--- src/rtl/mem_ctrl_pkg.sv ---
// Shared types and constants for the multi-port byte-serial memory controller.
// Holds the FSM state encoding, request size codes and the RAM byte width.
package mem_ctrl_pkg;

    typedef enum logic [1:0] {
        IDLE  = 2'd0,
        READ  = 2'd1,
        WRITE = 2'd2
    } state_t;

    localparam int RAM_W = 8;

    localparam logic [2:0] SIZE_1 = 3'd1;
    localparam logic [2:0] SIZE_2 = 3'd2;
    localparam logic [2:0] SIZE_4 = 3'd4;

    // Any size code other than 1 or 2 is treated as a full 4-byte transfer.
    function automatic logic [2:0] sizeToBytes(input logic [2:0] size);
        case (size)
            SIZE_1:  return SIZE_1;
            SIZE_2:  return SIZE_2;
            default: return SIZE_4;
        endcase
    endfunction

endpackage

--- src/rtl/multi_port_mem_ctrl_rr_arbiter.sv ---
// Round-robin arbiter: grants the first requester at or after the pointer,
// wrapping around, as a one-hot vector.
module rr_arbiter #(
    parameter int NUM_PORTS = 2,
    parameter int PTR_W     = 1
) (
    input  logic [NUM_PORTS-1:0] i_req,
    input  logic [PTR_W-1:0]     i_ptr,
    output logic [NUM_PORTS-1:0] o_grant
);

    // Scan from farthest to nearest offset so the nearest requester wins.
    always_comb begin
        o_grant = '0;
        for (int off = NUM_PORTS - 1; off >= 0; off--) begin
            if (i_req[(int'(i_ptr) + off) % NUM_PORTS]) begin
                o_grant = '0;
                o_grant[(int'(i_ptr) + off) % NUM_PORTS] = 1'b1;
            end
        end
    end

endmodule

--- src/rtl/multi_port_mem_ctrl.sv ---
// Multi-port controller serialising 1/2/4-byte loads and stores onto a
// byte-wide synchronous RAM, with round-robin port selection and read flush.
module multi_port_mem_ctrl
    import mem_ctrl_pkg::*;
#(
    parameter int                   NUM_PORTS  = 2,
    parameter int                   ADDR_W     = 32,
    parameter int                   DATA_W     = 32,
    parameter logic [NUM_PORTS-1:0] FLUSH_MASK = 'b01
) (
    input  logic                          clk,
    input  logic                          rst,
    input  logic [RAM_W-1:0]              i_ram_din,
    output logic [RAM_W-1:0]              o_ram_dout,
    output logic [ADDR_W-1:0]             o_ram_addr,
    output logic                          o_ram_wr,
    input  logic                          i_flush,
    input  logic [NUM_PORTS-1:0]          i_req_valid,
    output logic [NUM_PORTS-1:0]          o_req_ready,
    input  logic [NUM_PORTS-1:0]          i_req_wr,
    input  logic [NUM_PORTS*ADDR_W-1:0]   i_req_addr,
    input  logic [NUM_PORTS*3-1:0]        i_req_size,
    input  logic [NUM_PORTS*DATA_W-1:0]   i_req_wdata,
    output logic [NUM_PORTS-1:0]          o_resp_valid,
    output logic [NUM_PORTS*DATA_W-1:0]   o_resp_data
);

    localparam int PTR_W = (NUM_PORTS > 1) ? $clog2(NUM_PORTS) : 1;

    state_t                r_state;
    logic [PTR_W-1:0]      r_rrPtr;
    logic [PTR_W-1:0]      r_curPort;
    logic [2:0]            r_cnt;
    logic [2:0]            r_size;
    logic [ADDR_W-1:0]     r_ramAddr;
    logic                  r_ramWr;
    logic [RAM_W-1:0]      r_ramDout;
    logic [DATA_W-1:0]     r_wrShift;
    logic [DATA_W-1:0]     r_rdBuf;
    logic [NUM_PORTS-1:0]  r_respValid;
    logic [DATA_W-1:0]     r_respData [NUM_PORTS];

    logic [NUM_PORTS-1:0]  r_slotFull;
    logic [NUM_PORTS-1:0]  r_slotWr;
    logic [ADDR_W-1:0]     r_slotAddr  [NUM_PORTS];
    logic [2:0]            r_slotSize  [NUM_PORTS];
    logic [DATA_W-1:0]     r_slotWdata [NUM_PORTS];

    logic [NUM_PORTS-1:0]  w_flushPorts;
    logic [NUM_PORTS-1:0]  w_flushKill;
    logic [NUM_PORTS-1:0]  w_accept;
    logic [NUM_PORTS-1:0]  w_arbReq;
    logic [NUM_PORTS-1:0]  w_grant;
    logic                  w_grantAny;
    logic [PTR_W-1:0]      w_grantIdx;
    logic [PTR_W-1:0]      w_nextPtr;
    logic [1:0]            w_capIdx;
    logic [DATA_W-1:0]     w_rdMerged;
    logic                  w_abort;

    // Flushable ports neither accept new requests nor keep pending reads while flushing.
    assign w_flushPorts = {NUM_PORTS{i_flush}} & FLUSH_MASK;
    assign w_flushKill  = w_flushPorts & r_slotFull & ~r_slotWr;
    assign o_req_ready  = ~r_slotFull & ~w_flushPorts;
    assign w_accept     = i_req_valid & o_req_ready;
    assign w_arbReq     = (r_state == IDLE) ? (r_slotFull & ~w_flushKill) : '0;
    assign w_grantAny   = |w_grant;
    assign w_nextPtr    = (w_grantIdx == PTR_W'(NUM_PORTS - 1)) ? '0 : w_grantIdx + PTR_W'(1);
    assign w_capIdx     = 2'(r_cnt - 3'd1);
    assign w_abort      = i_flush && FLUSH_MASK[r_curPort];

    rr_arbiter #(
        .NUM_PORTS (NUM_PORTS),
        .PTR_W     (PTR_W)
    ) u_arbiter (
        .i_req   (w_arbReq),
        .i_ptr   (r_rrPtr),
        .o_grant (w_grant)
    );

    always_comb begin
        w_grantIdx = '0;
        for (int p = 0; p < NUM_PORTS; p++) begin
            if (w_grant[p]) w_grantIdx = PTR_W'(p);
        end
    end

    // The byte arriving this cycle belongs to the address driven one cycle earlier.
    always_comb begin
        w_rdMerged = r_rdBuf;
        w_rdMerged[{w_capIdx, 3'b000} +: RAM_W] = i_ram_din;
    end

    always_ff @(posedge clk) begin
        if (rst) begin
            r_slotFull <= '0;
        end else begin
            for (int p = 0; p < NUM_PORTS; p++) begin
                if (w_accept[p]) begin
                    r_slotFull[p]  <= 1'b1;
                    r_slotWr[p]    <= i_req_wr[p];
                    r_slotAddr[p]  <= i_req_addr[p*ADDR_W +: ADDR_W];
                    r_slotSize[p]  <= i_req_size[p*3 +: 3];
                    r_slotWdata[p] <= i_req_wdata[p*DATA_W +: DATA_W];
                end else if (w_grant[p] || w_flushKill[p]) begin
                    r_slotFull[p] <= 1'b0;
                end
            end
        end
    end

    always_ff @(posedge clk) begin
        if (rst) begin
            r_state     <= IDLE;
            r_rrPtr     <= '0;
            r_curPort   <= '0;
            r_cnt       <= '0;
            r_size      <= '0;
            r_ramAddr   <= '0;
            r_ramWr     <= 1'b0;
            r_ramDout   <= '0;
            r_wrShift   <= '0;
            r_rdBuf     <= '0;
            r_respValid <= '0;
            for (int p = 0; p < NUM_PORTS; p++) r_respData[p] <= '0;
        end else begin
            r_ramWr     <= 1'b0;
            r_respValid <= '0;
            case (r_state)
                IDLE: begin
                    if (w_grantAny) begin
                        r_curPort <= w_grantIdx;
                        r_rrPtr   <= w_nextPtr;
                        r_cnt     <= '0;
                        r_size    <= sizeToBytes(r_slotSize[w_grantIdx]);
                        r_ramAddr <= r_slotAddr[w_grantIdx];
                        if (r_slotWr[w_grantIdx]) begin
                            r_state   <= WRITE;
                            r_ramWr   <= 1'b1;
                            r_ramDout <= r_slotWdata[w_grantIdx][RAM_W-1:0];
                            r_wrShift <= r_slotWdata[w_grantIdx] >> RAM_W;
                        end else begin
                            r_state <= READ;
                            r_rdBuf <= '0;
                        end
                    end
                end
                // Addresses lead captured bytes by one cycle; the extra cycle drains the last byte.
                READ: begin
                    if (w_abort) begin
                        r_state <= IDLE;
                    end else begin
                        if (r_cnt != 3'd0) r_rdBuf <= w_rdMerged;
                        if (r_cnt + 3'd1 < r_size) r_ramAddr <= r_ramAddr + ADDR_W'(1);
                        if (r_cnt == r_size) begin
                            r_respValid[r_curPort] <= 1'b1;
                            r_respData[r_curPort]  <= w_rdMerged;
                            r_state                <= IDLE;
                        end else begin
                            r_cnt <= r_cnt + 3'd1;
                        end
                    end
                end
                WRITE: begin
                    if (r_cnt + 3'd1 < r_size) begin
                        r_ramWr   <= 1'b1;
                        r_ramAddr <= r_ramAddr + ADDR_W'(1);
                        r_ramDout <= r_wrShift[RAM_W-1:0];
                        r_wrShift <= r_wrShift >> RAM_W;
                        r_cnt     <= r_cnt + 3'd1;
                    end else begin
                        r_respValid[r_curPort] <= 1'b1;
                        r_state                <= IDLE;
                    end
                end
                default: r_state <= IDLE;
            endcase
        end
    end

    assign o_ram_addr   = r_ramAddr;
    assign o_ram_wr     = r_ramWr;
    assign o_ram_dout   = r_ramDout;
    assign o_resp_valid = r_respValid;

    always_comb begin
        o_resp_data = '0;
        for (int p = 0; p < NUM_PORTS; p++) o_resp_data[p*DATA_W +: DATA_W] = r_respData[p];
    end

endmodule

--- config.mk ---
export PLATFORM = sky130hd
export DESIGN_NAME = multi_port_mem_ctrl
export DESIGN_NICKNAME = d
export VERILOG_FILES = /design/src/rtl/mem_ctrl_pkg.sv /design/src/rtl/multi_port_mem_ctrl_rr_arbiter.sv /design/src/rtl/multi_port_mem_ctrl.sv
export SDC_FILE = /design/constraint.sdc
export NUM_CORES = 1
export LEC_CHECK = 0
export ABC_CLOCK_PERIOD_IN_PS = 27000
export CAP_MARGIN = 15
export CORE_MARGIN = 2
export CORE_UTILIZATION = 30
export DETAILED_ROUTE_END_ITERATION = 6
export PLACE_DENSITY_LB_ADDON = 0.1
export SYNTH_ARGS = -nofsm -noshare
export SYNTH_HDL_FRONTEND = slang
export SYNTH_SLANG_ARGS = --single-unit
--- constraint.sdc ---
create_clock -name clk -period 27 [get_ports clk]
set_clock_uncertainty 0.15 [all_clocks]
set_input_delay 2.7 -clock clk [delete_from_list [all_inputs] [get_ports clk]]
set_output_delay 2.7 -clock clk [all_outputs]
set_load 0.02 [all_outputs]
==> results of run 1 <==
## routing by layer
metal	GRT usage, %	wire length, um
met4	4.046	663
met1	22.06	17600
met3	4.708	2439
met2	25.81	18010
met5	0	69
## stage by stage
step                total power (uW)  utilization, %  setup WS (ns)  std cells  instance area, um^2
floorplan                      986.2               -          16.18       1156                13430
global placement                1176           37.47          20.10       1945                16570
detailed placement              1183           37.47          20.08       1945                16570
CTS                             1683           40.17          20.07       2012                17760
global route                    1749           40.17          20.02       2012                17760
finish                          1656           40.18          20.10       2014                17770
## power breakdown
part | switching [uW] | total, uW | internal (uW)
sequential | 42.5 | 608 | 566
combinational | 348 | 557 | 209
clock | 199 | 491 | 291
## critical path, cell delays in order
cell	delay (ns)
clkdlybuf4s50_1	0.58
nor2_1	0.16
clkdlybuf4s50_1	0.62
## Yosys cell counts, types with 26 or more instances
cell      count  area (um^2)
clkbuf_1     47        176.4
nand2_1      80        300.3
nand3_1      26        130.1
edfxtp_1    200         6006
mux2_2       47        529.3
nor2_1       88        330.3
inv_1        38        142.6
o21ai_0      72        360.4
a21oi_1     102        510.5
or4_1        42        315.3
dfxtp_1     111         2222
nor2b_1      26        162.7
mux2i_1      53        530.5
## kinds of logic (layout without fill, tap and decap cells)
logic type | Yosys count | in the layout | synth area share (%)
flops | 311 | 311 | 61.26
fa+ha+maj | 14 | 14 | 1.304
compound gates | 269 | 269 | 12.18
simple gates | 343 | 343 | 13.47
buf+inv | 114 | 378 | 3.577
mux | 100 | 100 | 7.890
other cells | 0 | 2 | 0
xor+xnor | 5 | 5 | 0.3261
## layout make-up
| cell class | instances | area, um^2 | share of cell area [%] |
|---|---|---|---|
| Sequential cell | 311 | 8228 | 46.31 |
| Timing Repair Buffer | 270 | 2668 | 15.01 |
| Clock inverter | 14 | 142.6 | 0.8028 |
| Multi-Input combinational cell | 731 | 4781 | 26.91 |
| Antenna cell | 2 | 5.005 | 0.02817 |
| Tap cell | 592 | 740.7 | 4.169 |
| Inverter | 41 | 153.9 | 0.8662 |
| Clock buffer | 53 | 1049 | 5.901 |
## path summary, 6_finish.rpt
check                             startpoint        endpoint  slack [ns]  depth (start not counted)
worst max-delay path                 i_flush  o_req_ready[0]       20.10                          3
worst min-delay path            r_wrShift[1]    r_wrShift[1]        0.31                          2
worst max register to register      r_cnt[0]  o_ram_addr[22]       23.19                          8
worst min register to register  r_wrShift[1]    r_wrShift[1]        0.31                          2
## state kept, by name, indices dropped and copies added, names as in the netlist, 2 cells and up
signal and flops:
r_rdBuf 32, o_ram_dout 8, r_size 3, r_wrShift 24, o_ram_addr 32, r_slotSize 6, r_cnt 3, o_resp_valid 2
r_state 2, r_slotWr 2, r_respData 64, r_slotAddr 64, r_slotWdata 64, r_slotFull 2
==> results.py, run 1 <==
metrics = {
    "global_route": {
        "grt_antenna_before_repair": 8,
        "grt_pass1_vias": 9608,
        "grt_usage_pct": 16.35,
        "grt_max_degree": 70,
        "overflow": 0,
        "grt_pass1_wl_mm": 58.67,
    },
    "route": {
        "routed_wl_mm": 38.78,
        "wl_per_cell_um": 19.26,
        "drc": 0,
        "viasPerCell": 4.892,
        "vias": 9852,
        "dr.first_iter.drc_count": 539,
        "dr.pass1.iters": 5,
        "ant_nets": 0,
    },
    "die": {
        "ioPinCount": 258,
        "dieArea_um2": 46480,
        "start_util_pct": 30.37,
        "die_w_um": 215.6,
        "rows": 77,
        "coreArea_um2": 44220,
        "die_h_um": 215.6,
    },
    "critical_path": {
        "worst_setup_path_end_kind": "output port",
        "critPathMaxFanout": 7,
        "arrival_ns": 4.05,
        "cp.required_ns": 24.15,
        "critPathLaunchType": "input port",
        "crit_type": "input port to output port",
    },
    "synth": {
        "syn_avg_cell_area_um2": 11.62,
        "ys_seq_area_share_pct": 61.26,
        "synth-edff-count": 200,
        "yosysWarnings": 0,
        "ys.flop_type": "edfxtp_1",
        "syn-cell-area_um2": 13430,
        "ys_seq_elements": 311,
        "syn-instance-count": 1156,
        "synth-async-reset-ratio_pct": 0,
        "yosysUniqueCellTypes": 74,
        "synth_fp_nets": 1319,
    },
    "layout": {
        "final_cell_mix": "256 x clkdlybuf4s50_1, 200 x edfxtp_1, 111 x dfxtp_1",
        "final.fill_count": 4259,
        "synthToLayoutAreaGrowth_pct": 32.28,
        "final_common_cell": "clkdlybuf4s50_1",
        "fin_nets": 1555,
        "drive_above_1_share_pct": 9.859,
    },
    "clock_network": {
        "clk_latency_ns": 0.55,
        "cts_root_buf": "clkbuf_16",
        "htree_levels": 2,
        "numCtsBuffers": 37,
        "path_clk_slew_ns": 0.06,
        "cts.sinks": 311,
        "cts-resized-gates": 0,
        "clk_path_buf_depth": 3,
        "cts_tree": "built",
        "ctsHoldBuffers": 0,
        "postCtsSetupRepairBufs": 0,
    },
    "placed_design": {
        "place_congestion": 0.7949,
        "port_buffers": 257,
        "dpl.hpwl_mm": 25.67,
    },
    "power": {
        "leakage_uw": 0.006102,
        "power_density_nw_per_um2": 93.18,
        "ir_worst_vdd_v": 0.00005643,
    },
    "timing": {
        "setup_viol": 0,
        "hold_violations": 0,
        "tightestPinTransition_ns": 1.087,
        "period_needed_ns": 6.904,
        "whs_ns": 0.3097,
        "rsz0062_at_grt": "false",
        "drv_slew": 0,
        "fin_setup_tns_ns": 0,
        "timing.fmax_ghz": 0.1449,
        "slew_headroom_pct": 27.24,
        "fin_crit_sh_pct": 25.57,
    },
    "hold_path": {
        "min_path_type": "flop to flop",
    },
    "run_status": {
        "status": "complete, no violations",
    },
    "flow_run": {
        "max-cap-violations": 0,
    },
}
Power figures use the tool's default switching activity.
==> inputs of run 2 (changes only) <==
--- a/config.mk
+++ b/config.mk
@@ -5,7 +5,7 @@
 export SDC_FILE = /design/constraint.sdc
 export NUM_CORES = 1
 export LEC_CHECK = 0
-export ABC_CLOCK_PERIOD_IN_PS = 27000
+export ABC_CLOCK_PERIOD_IN_PS = 7200
 export CAP_MARGIN = 15
 export CORE_MARGIN = 2
 export CORE_UTILIZATION = 30
==> constraint.sdc (replaced) <==
create_clock -name clk -period 7.2 [get_ports clk]
set_clock_uncertainty 0.15 [all_clocks]
set_input_delay 0.72 -clock clk [delete_from_list [all_inputs] [get_ports clk]]
set_output_delay 0.72 -clock clk [all_outputs]
set_load 0.02 [all_outputs]
==> run 2 against run 1 <==
Clock power grew to 3.9 times the previous value. Global-route usage grew 0.55 points. Critical path depth is 5 higher. Cell area rose by 0.45%. Non-clock buffer count stayed put. Power increased to 3.8 times the previous value. Register-to-register slack worse by 20 ns. Clock-buffer cell count down 5. Sequential share of layout area fell by 0.21 points. Sequential power increased to 3.8 times the previous value. Combinational power rose to 3.7 times the previous value.
==> results.py, run 2 (same netlist as run 1, synthesis figures left out) <==
metrics = {
    "critical_path": {
        "cp-startpoint": "r_cnt[0]",
        "ff2ff_path_depth": 8,
        "worst_setup_path_end_kind": "flop",
        "max_stage_delay_ns": 0.90,
        "crit_type": "flop to flop",
        "reg2reg_to": "o_ram_addr[22]",
        "arrival_ns": 4.10,
        "r2r_start": "r_cnt[0]",
        "critPathLaunchType": "flop",
        "r2r_slack_ns": 3.42,
        "path_cells": "inv_2 > ha_1 > ha_1 > nand3b_1 > nand2_1 > a211o_1 > nor2_1 > a22o_1",
        "critPathMostFrequentCell": "ha_1",
        "setup.worst_path.end": "o_ram_addr[22]",
        "critPathMaxFanout": 16,
        "cp.required_ns": 7.52,
        "critPathSlowestCell": "nor2_1",
    },
    "route": {
        "vias": 9884,
        "drc": 0,
        "wl_per_cell_um": 19.72,
        "dr.pass1.iters": 5,
        "dr.first_iter.drc_count": 645,
        "viasPerCell": 4.905,
        "routed_wl_mm": 39.73,
        "ant_nets": 0,
    },
    "clock_network": {
        "ctsHoldBuffers": 0,
        "cts-resized-gates": 0,
        "cts_tree": "built",
        "cts.sinks": 311,
        "path_clk_slew_ns": 0.06,
        "postCtsSetupRepairBufs": 0,
        "clk_latency_ns": 0.54,
        "cts_root_buf": "clkbuf_16",
        "clk_path_buf_depth": 3,
        "numCtsBuffers": 37,
        "htree_levels": 2,
    },
    "global_route": {
        "grt_max_degree": 65,
        "top_usage_layer": "met2",
        "grt_pass1_vias": 9885,
        "grt_use_met3_pct": 3.594,
        "overflow": 0,
        "grt_pass1_wl_mm": 60.78,
        "grt_usage_pct": 16.90,
        "met1_usage_pct": 23.89,
        "met2_usage_pct": 25.89,
        "grt_antenna_before_repair": 5,
    },
    "run_status": {
        "status": "complete, no violations",
    },
    "layout": {
        "fin_nets": 1555,
        "reg.largest.list": "r_respData x64, r_slotAddr x64, r_slotWdata x64",
        "drive_above_1_share_pct": 10.06,
        "utilization_pct": 40.36,
        "final.fill_count": 4203,
        "final_cell_mix": "256 x clkdlybuf4s50_1, 200 x edfxtp_1, 111 x dfxtp_1",
        "synthToLayoutAreaGrowth_pct": 32.87,
        "final_common_cell": "clkdlybuf4s50_1",
    },
    "die": {
        "dieArea_um2": 46480,
        "ioPinCount": 258,
        "coreArea_um2": 44220,
        "die_w_um": 215.6,
        "die_h_um": 215.6,
        "start_util_pct": 30.37,
        "rows": 77,
    },
    "timing": {
        "period_needed_ns": 3.776,
        "fin_crit_sh_pct": 52.45,
        "drv_slew": 0,
        "hold_violations": 0,
        "whs_ns": 0.3075,
        "slew_headroom_pct": 28.64,
        "fin_setup_tns_ns": 0,
        "timing.fmax_ghz": 0.2648,
        "rsz0062_at_grt": "false",
        "setup_viol": 0,
        "tightestPinTransition_ns": 1.067,
    },
    "placed_design": {
        "dpl.hpwl_mm": 26.88,
        "port_buffers": 257,
        "place_congestion": 0.8420,
    },
    "power": {
        "leakage_uw": 0.006142,
        "ir_worst_vdd_v": 0.0002162,
        "power_density_nw_per_um2": 352.4,
        "total_power_uw": 6289,
    },
    "flow_run": {
        "max-cap-violations": 0,
    },
    "hold_path": {
        "min_path_type": "flop to flop",
    },
}
-- run 2: cell types whose count changed in the layout (fill, tap and decap cells not counted) --
cell        previous run  this run
clkinv_8               2         0
clkinv_1               4         7
bufinv_16              2         4
clkbuf_8               2         3
ha_2                   2         1
clkinv_4               0         1
buf_4                 14        13
buf_16                 0         1
ha_1                  12        13
clkbuf_1              12         6
nor4b_4                1         2
nor4b_2                1         0
clkinvlp_4             0         2
-- run 2: critical path: cells and delay by family (launching register included) --
| kind | cells | cell delay, ns |
|---|---|---|
| adder cells (fa/ha/maj) | 2 | 0.81 |
| flip-flops | 1 | 0.57 |
| AND/OR/NAND/NOR | 3 | 1.18 |
| AO/OA/AOI/OAI | 2 | 0.84 |
| buffers and inverters | 1 | 0.14 |
-- run 2: worst min-delay path by stage --
stage | startpoint | cells after the start | slack [ns] | endpoint
floorplan | r_wrShift[22] | 2 | 0.29 | r_wrShift[22]
global placement | r_wrShift[16] | 2 | 0.30 | r_wrShift[16]
detailed placement | r_wrShift[7] | 2 | 0.30 | r_wrShift[7]
CTS | r_wrShift[7] | 2 | 0.31 | r_wrShift[7]
global route | r_wrShift[7] | 2 | 0.33 | r_wrShift[7]
finish | r_wrShift[7] | 2 | 0.31 | r_wrShift[7]
-- run 2: area by class of cell --
type	count	area (um^2)	share of cell area (%)
Multi-Input combinational cell	731	4787	26.82
Antenna cell	2	5.005	0.02804
Timing Repair Buffer	270	2688	15.06
Tap cell	592	740.7	4.150
Sequential cell	311	8228	46.10
Inverter	41	153.9	0.8623
Clock buffer	48	1040	5.826
Clock inverter	20	205.2	1.150
-- run 2: power by group --
part | switching, uW | total [uW] | leakage [uW] | internal, uW
clock network | 743 | 1910 | 0.000608 | 1160
registers | 175 | 2300 | 0.00282 | 2120
logic | 1300 | 2080 | 0.00271 | 780
total | 2220 | 6290 | 0.00614 | 4070
-- run 2: metal layers --
metal	vias up	share of wire, %
met5	-	0.096
met4	6	2.3
met3	58	6.1
met2	308	44
met1	4728	47
li1	4784	-
-- run 2: stage by stage --
stage                     cells  worst slack (ns)  instance area, um^2
final                      2015             3.424                17850
after global routing       2013             3.142                17840
after CTS                  2013             3.415                17840
after detailed placement   1945             3.149                16600
after global placement     1944             3.281                16570
after floorplan            1156             1.827                13440
==> inputs of run 3 (changes only) <==
--- a/config.mk
+++ b/config.mk
@@ -5,7 +5,7 @@
 export SDC_FILE = /design/constraint.sdc
 export NUM_CORES = 1
 export LEC_CHECK = 0
-export ABC_CLOCK_PERIOD_IN_PS = 7200
+export ABC_CLOCK_PERIOD_IN_PS = 3500
 export CAP_MARGIN = 15
 export CORE_MARGIN = 2
 export CORE_UTILIZATION = 30
==> constraint.sdc (replaced) <==
create_clock -name clk -period 3.5 [get_ports clk]
set_clock_uncertainty 0.15 [all_clocks]
set_input_delay 0.35 -clock clk [delete_from_list [all_inputs] [get_ports clk]]
set_output_delay 0.35 -clock clk [all_outputs]
set_load 0.02 [all_outputs]
==> run 3 against run 2 <==
Cell count up 0.74%. Non-clock buffer count increased by 13. Critical path type unchanged. Power grew 110%. Largest power group unchanged.
==> results.py, run 3 (same netlist as run 1, synthesis figures left out) <==
metrics = {
    "timing": {
        "setup_viol": 0,
        "drv_slew": 0,
        "timing.fmax_ghz": 0.3215,
        "hold_violations": 0,
        "fin_setup_tns_ns": 0,
        "rsz0062_at_grt": "false",
        "period_needed_ns": 3.110,
        "slew_headroom_pct": 40.49,
        "tightestPinTransition_ns": 0.8927,
        "fin_crit_sh_pct": 88.87,
    },
    "clock_network": {
        "clk_latency_ns": 0.54,
        "cts-resized-gates": 0,
        "path_clk_slew_ns": 0.06,
        "cts_tree": "built",
        "clk_path_buf_depth": 3,
        "numCtsBuffers": 38,
        "cts.sinks": 311,
        "htree_levels": 2,
        "cts_root_buf": "clkbuf_16",
    },
    "placed_design": {
        "place_congestion": 0.8063,
        "port_buffers": 257,
        "dpl.hpwl_mm": 26.48,
        "place_inst": 1957,
    },
    "layout": {
        "drive_above_1_share_pct": 10.86,
        "fin_nets": 1569,
        "final_cells": 2030,
        "final_common_cell": "clkdlybuf4s50_1",
        "reg.largest.list": "r_respData x64, r_slotAddr x64, r_slotWdata x64",
        "synthToLayoutAreaGrowth_pct": 33.76,
        "final_cell_mix": "256 x clkdlybuf4s50_1, 200 x edfxtp_1, 111 x dfxtp_1",
    },
    "power": {
        "power_density_nw_per_um2": 723.9,
        "ir_worst_vdd_v": 0.0004056,
        "leakage_uw": 0.006206,
    },
    "critical_path": {
        "r2r_start": "r_cnt[0]",
        "cp-startpoint": "r_cnt[0]",
        "worst_setup_path_end_kind": "flop",
        "cp.required_ns": 3.76,
        "critPathMaxFanout": 17,
        "crit_type": "flop to flop",
        "critPathLaunchType": "flop",
        "ff2ff_path_depth": 9,
        "arrival_ns": 3.37,
    },
    "global_route": {
        "grt_pass1_wl_mm": 60.00,
        "grt_usage_pct": 16.72,
        "grt_antenna_before_repair": 5,
        "overflow": 0,
        "grt_max_degree": 70,
        "grt_pass1_vias": 9808,
    },
    "die": {
        "die_w_um": 215.6,
        "rows": 77,
        "dieArea_um2": 46480,
        "ioPinCount": 258,
        "coreArea_um2": 44220,
        "die_h_um": 215.6,
        "start_util_pct": 30.37,
    },
    "route": {
        "vias": 9945,
        "viasPerCell": 4.899,
        "dr.pass1.iters": 5,
        "routed_wl_mm": 39.08,
        "dr.first_iter.drc_count": 632,
        "drc": 0,
        "wl_per_cell_um": 19.25,
        "ant_nets": 0,
    },
    "hold_path": {
        "hp-start": "i_req_wdata[52]",
        "min_path_type": "input port to flop",
        "holdPathStages": 1,
    },
    "run_status": {
        "status": "complete, no violations",
    },
    "flow_run": {
        "max-cap-violations": 0,
    },
}
run 3: path summary, 6_finish.rpt:
path | slack [ns] | end
setup / recovery | 0.39 | r_wrShift[12]
hold / removal | 0.21 | r_slotWdata[1][20]
setup reg to reg | 0.39 | r_wrShift[12]
hold reg to reg | 0.31 | r_wrShift[22]
run 3: stage by stage:
stage / worst slack [ns] / area [um^2] / hold slack (ns) / total power, uW / utilization (%)
floorplan: 0.1045 / 13450 / 0.2880 / 7605 / -
global placement: 0.4285 / 16730 / 0.2957 / 9216 / 37.84
detailed placement: 0.3901 / 16730 / 0.3027 / 9260 / 37.84
CTS: 0.3701 / 17960 / 0.1667 / 13190 / 40.62
global route: 0.1131 / 17960 / 0.1762 / 13760 / 40.62
finish: 0.3896 / 17970 / 0.2086 / 13010 / 40.63
run 3: metal layers:
| layer | global-route usage, % | wire, um |
|---|---|---|
| met1 | 23.32 | 18330 |
| met2 | 25.43 | 17450 |
| met3 | 4.059 | 2339 |
| met4 | 5.471 | 899 |
| met5 | 0 | 57 |
run 3: power breakdown:
| part | internal (uW) | switching [uW] |
|---|---|---|
| Sequential | 4360 | 348 |
| Combinational | 1720 | 2720 |
| Clock | 2290 | 1560 |
run 3: worst max-delay path, stage by stage (launching register included):
cell and delay, ns:
dfxtp_1 0.56, ha_1 0.27, xor2_1 0.17, ha_1 0.26, a21oi_1 0.23, nand2_1 0.17, nand2_1 0.18, o2111ai_4 0.47
buf_12 0.36, mux2i_1 0.13
run 3: final cells by class:
type / count / area [um^2]
timing repair buffer: 283 / 2830
antenna: 2 / 5.005
tap: 592 / 740.7
clock buffer: 56 / 1114
multi-input combinational: 731 / 4790
fill: 4238 / 26260
clock inverter: 14 / 105.1
inverter: 41 / 153.9
sequential: 311 / 8228
run 3: repair_timing:
action                    4_1_cts  5_1_grt
hold buffers                    1        0
hold endpoints to repair        6        0
setup buffers                   0        0
